<file path="src/rtl/pwm_generate.sv">
// pwm_generate
//   Produces a PWM waveform whose high and low times are counted in pwd_clk
//   cycles. A new high/low setting is captured into shadow registers on
//   cfg_load. It is copied into the active registers only when the block
//   leaves IDLE or on the last clock of a period. A running period is therefore
//   never cut short.
//
// Ports
//   pwd_clk      system clock
//   sysreset     synchronous reset, active-high
//   enable       1 = run; 0 = finish the current period, then idle
//   high_count   requested high time in clocks (sampled on cfg_load)
//   low_count    requested low time in clocks (sampled on cfg_load)
//   cfg_load     one-cycle strobe that captures high_count/low_count
//   cfg_pending  shadow holds a setting that has not been applied yet
//   pwm_out      registered PWM output
//   period_done  one-cycle pulse after the last clock of each period
//   cycle_count  completed periods, wraps modulo 2^COUNT_WIDTH
module pwm_generate #(
    parameter int CLK_FREQUENCY_HZ = 100000000,
    parameter int COUNT_WIDTH      = 32
) (
    input  logic                   pwd_clk,
    input  logic                   sysreset,
    input  logic                   enable,
    input  logic [COUNT_WIDTH-1:0] high_count,
    input  logic [COUNT_WIDTH-1:0] low_count,
    input  logic                   cfg_load,
    output logic                   cfg_pending,
    output logic                   pwm_out,
    output logic                   period_done,
    output logic [COUNT_WIDTH-1:0] cycle_count
);

    // The clock frequency is informational only. It is checked for sanity at
    // elaboration time.
    if (CLK_FREQUENCY_HZ <= 0) begin : g_bad_freq
        $error("pwm_generate: CLK_FREQUENCY_HZ must be positive");
    end

    typedef enum logic [1:0] {IDLE = 2'd0, HIGH = 2'd1, LOW = 2'd2} state_t;

    state_t                 state_q, state_d;
    logic [COUNT_WIDTH-1:0] cnt_q, cnt_d;
    logic [COUNT_WIDTH-1:0] act_h_q, act_l_q;
    logic [COUNT_WIDTH-1:0] sh_h_q, sh_l_q;
    logic                   pend_q;
    logic                   pwm_q, pwm_d;
    logic                   done_q, done_d;
    logic [COUNT_WIDTH-1:0] ccount_q;

    // Config that becomes active if an apply happens this cycle. A load that
    // coincides with the apply bypasses the shadow.
    logic [COUNT_WIDTH-1:0] cfg_h, cfg_l;
    logic                   start, last_clk, apply;

    assign cfg_h = cfg_load ? high_count : (pend_q ? sh_h_q : act_h_q);
    assign cfg_l = cfg_load ? low_count  : (pend_q ? sh_l_q : act_l_q);

    // H+L>0 is tested as an OR so the check never needs a wider adder.
    assign start    = (state_q == IDLE) && enable && ((cfg_h != '0) || (cfg_l != '0));
    assign last_clk = ((state_q == HIGH) && (cnt_q == act_h_q) && (act_l_q == '0)) ||
                      ((state_q == LOW)  && (cnt_q == act_l_q));
    assign apply    = start || last_clk;

    // State and data registers.
    always_ff @(posedge pwd_clk) begin
        if (sysreset) begin
            state_q  <= IDLE;
            cnt_q    <= '0;
            act_h_q  <= '0;
            act_l_q  <= '0;
            sh_h_q   <= '0;
            sh_l_q   <= '0;
            pend_q   <= 1'b0;
            pwm_q    <= 1'b0;
            done_q   <= 1'b0;
            ccount_q <= '0;
        end else begin
            state_q <= state_d;
            cnt_q   <= cnt_d;
            pwm_q   <= pwm_d;
            done_q  <= done_d;
            if (last_clk) begin
                ccount_q <= ccount_q + 1'b1;
            end
            if (apply) begin
                act_h_q <= cfg_h;
                act_l_q <= cfg_l;
                pend_q  <= 1'b0;
            end else if (cfg_load) begin
                sh_h_q <= high_count;
                sh_l_q <= low_count;
                pend_q <= 1'b1;
            end
        end
    end

    // Next state. Each phase counts from 1 up to its programmed length. The
    // counter never exceeds the programmed value, so it cannot wrap.
    always_comb begin
        state_d = state_q;
        cnt_d   = cnt_q + 1'b1;
        case (state_q)
            IDLE: begin
                cnt_d = '0;
                if (start) begin
                    state_d = (cfg_h != '0) ? HIGH : LOW;
                    cnt_d   = COUNT_WIDTH'(1);
                end
            end
            HIGH: begin
                if ((cnt_q == act_h_q) && (act_l_q != '0)) begin
                    state_d = LOW;
                    cnt_d   = COUNT_WIDTH'(1);
                end
            end
            LOW: ;
            default: begin
                state_d = IDLE;
                cnt_d   = '0;
            end
        endcase
        // Period end overrides the per-state decision and uses the config
        // being applied this cycle.
        if (last_clk) begin
            cnt_d = COUNT_WIDTH'(1);
            if (!enable)               state_d = IDLE;
            else if (cfg_h != '0)      state_d = HIGH;
            else if (cfg_l != '0)      state_d = LOW;
            else                       state_d = IDLE;
        end
    end

    // Outputs are registered from the current state. pwm_out therefore
    // follows the state by one clock.
    always_comb begin
        pwm_d  = (state_q == HIGH);
        done_d = last_clk;
    end

    assign pwm_out     = pwm_q;
    assign period_done = done_q;
    assign cfg_pending = pend_q;
    assign cycle_count = ccount_q;

endmodule

</file>
<file path="config.mk">
export PLATFORM = sky130hd
export DESIGN_NAME = pwm_generate
export DESIGN_NICKNAME = d
export VERILOG_FILES = /design/src/rtl/pwm_generate.sv
export SDC_FILE = /design/constraint.sdc
export NUM_CORES = 1
export LEC_CHECK = 0
export BUFFER_PORTS_ARGS = -buffer_cell sky130_fd_sc_hd__buf_4
export CORE_UTILIZATION = 60
export CTS_CLUSTER_SIZE = 30
export DETAILED_ROUTE_END_ITERATION = 12
export GPL_TIMING_DRIVEN = 0
export PLACE_DENSITY = 0.85
export SLEW_MARGIN = 30
export SYNTH_ARGS = -nofsm -noshare
export SYNTH_HDL_FRONTEND = slang
export SYNTH_SLANG_ARGS = --single-unit
export TNS_END_PERCENT = 50
</file>
<file path="constraint.sdc">
create_clock -name pwd_clk -period 5.1 [get_ports pwd_clk]
set_input_delay 1.02 -clock pwd_clk [delete_from_list [all_inputs] [get_ports pwd_clk]]
set_output_delay 1.02 -clock pwd_clk [all_outputs]
set_load 0.1 [all_outputs]
</file>
==> impl_metrics.toml <==
[pwr]
power_frac_comb_pct = 19.7
pwr-share-clk_pct = 36.7
p_sw_mw = 1.178
pwr-share-seq_pct = 43.7
p_int_mw = 2.800
leakagePower_nw = 5.028
peakVddDrop_uv = 294.3
p_per_area_mw_per_mm2 = 312.7
switching_share_pct = 29.61

[synth]
ys_seq_area_share_pct = 35.64
postSynthCellCount = 1183
synth_nets = 1253
yosys_warnings = 0
syn_avg_cell_area_sq_um = 9.353
ys_types = 48
ys_ff_latch = 197
synth_area_leaders = "dfxtp_1, mux2i_1, nand2b_1"
ys.flop_type = "dfxtp_1"
synthesis.area_sq_mm = 0.01106
synth_edf_count = 0
synth_top_area_cell = "dfxtp_1"
synth_top_area_share_pct = 35.64
async_reset_ff_share_pct = 0

[cts]
ctsResizeCount = 0
clkTransAtPathRegs_ns = 0.08
cts_sinks = 197
clock_path_buffers = 2
clk_latency_ns = 0.45
cts_buffers = 17
ctsHoldBuffers = 0
postCtsSetupBuffers = 0
htree_levels = 4
cts_tree = "yes"
cts-root-buf = "clkbuf_16"

[timing]
fin_crit_ns = 3.973
setup_viol = 0
finalClockSkew_ns = 0.01317
rsz0062_at_grt = "no"
maxSlewViolCount = 0
max_slew_margin_pct = 44.97
period_share_pct = 77.91
tightest_slew_ns = 0.8227
whs_ns = 0.4733
hold_violations = 0
setup_tns_ns = 0
max_freq_ghz = 0.2517

[critical_path]
worstPathArrival_ns = 4.33
end_kind = "register"
start_kind = "primary input"
cp.required_ns = 5.46
startpoint = "cfg_load"
critPathMaxFanout = 10
worstRegToRegCells = 12
rr_startpoint = "cfg_pending"
worstSetupPathType = "primary input to register"

[route]
num_vias = 9796
ant_nets = 0
via_per_inst = 6.349
detail_route.wirelength_microns = 33310
wl_per_cell_microns = 21.59
drt_iter0_drc = 1000
first_pass_iters = 8
drc = 0

[floorplan]
coreArea_sq_mm = 0.01802
dieHeight_microns = 137.8
start_util_pct = 61.38
die_w_microns = 137.8
pin_count = 103
rows = 49
dieArea_sq_mm = 0.01899

[hold_path]
hold_start = "sh_l_q[17]"
hold_depth = 2
hold_path.class = "register to register"

[layout]
fin_nets = 1372
fin_area_sq_mm = 0.01272
final_cell_mix = "dfxtp_1, nand2b_1, mux2i_1, buf_4, nor2_1"
drive_above_1_share_pct = 17.73
final_common_cell = "dfxtp_1"
syn2layout_area_growth_pct = 14.96
antennaDiodeCount = 0
multi_input_area_sq_mm = 0.006569
ff_latch_area_sq_mm = 0.003944
fin_cells = 1543
nFillCells = 1404

[grt]
grt_pass1_wl_microns = 51470
gr-total-overflow = 0
grt_max_degree = 17
grt_use_total_pct = 35.99
antenna_found_initial = 0
grt_pass1_vias = 9408

[placement]
dp_hpwl_microns = 24410
dpl-instance-area_sq_mm = 0.01210
placed_cells = 1512
place.gp.congestion = 0.9705
port-buffer-count = 100

[job]
cap_violations = 0

[outcome]
outcome = "complete, no violations"
power groups by stage:
stage | Clock (mW) | Combinational (mW) | Sequential [mW]
after floorplan | 0 | 0.530 | 1.74
after global placement | 0 | 0.742 | 1.76
after detailed placement | 0 | 0.757 | 1.76
after CTS | 1.45 | 0.764 | 1.73
after global routing | 1.52 | 0.829 | 1.74
final | 1.46 | 0.783 | 1.74
registers in the layout, indices dropped and copies added (netlist names):
name	cells
cfg_pending	1
period_done	1
act_h_q	32
cycle_count	32
act_l_q	32
state_q	2
cnt_q	32
sh_h_q	32
pwm_out	1
sh_l_q	32
worst max-delay path, stage by stage:
cell and delay [ns]:
clkbuf_1 0.23, buf_2 0.43, mux2i_1 0.52, nand4_1 0.30
nor4_1 0.26, nand4_1 0.21, o211ai_2 0.30, buf_4 0.26
clkbuf_1 0.47, nand4b_1 0.20, o31ai_1 0.11
layer usage:
layer | up-vias | wire [microns] | global-route usage [%]
met5 | - | 0 | 0
met3 | 102 | 3690 | 10.71
li1 | 4469 | - | -
met2 | 556 | 15490 | 57.87
met1 | 4669 | 13100 | 45.25
met4 | 0 | 1031 | 13.53
final timing paths:
check / to / slack [ns]
max: act_l_q[12] / 1.13
min: sh_l_q[17] / 0.47
max reg2reg: act_l_q[12] / 1.34
min reg2reg: sh_l_q[17] / 0.47
cells in the mapped netlist (5+ instances only):
master,number
nor3_1,16
nor2b_1,12
buf_8,6
clkbuf_1,61
nor2_1,81
buf_6,5
a21oi_1,13
nand2_1,35
nand3_1,20
mux2_1,21
xor2_1,46
inv_1,8
xnor2_1,55
nand2b_1,142
o31ai_1,61
nor4_1,21
nand4b_1,64
dfxtp_1,197
mux2_2,50
mux2i_1,128
and3_1,12
o21ai_0,16
and2_1,6
buf_2,24
a31o_2,9
nand4_1,43
final cells by class:
class,count,share of cell area [%]
Tap cell,229,2.253
Multi-Input combinational cell,878,51.64
Inverter,8,0.2361
Sequential cell,197,31.01
Timing Repair Buffer,100,5.902
Clock buffer,20,3.512
Buffer,100,4.102
Clock inverter,11,1.348
per-stage QoR:
stage	worst slack (ns)	utilization, %	power (mW)
final	1.127	70.57	3.977
after detailed placement	0.9778	67.14	2.522
after global placement	1.003	67.14	2.504
after floorplan	1.858	-	2.267
after CTS	1.382	70.57	3.948
after global routing	1.015	70.57	4.093
logic make-up after synthesis:
group | synth area share (%)
AOI/OAI and AO/OA | 7.091
xor gates and xnor gates | 7.995
adders and majority gates | 0.2261
buffers and inverters | 4.987
DFF | 35.64
muxes | 18.81
and+or+nand+nor | 25.25
Note: power is estimated with default switching activity, not from simulation.
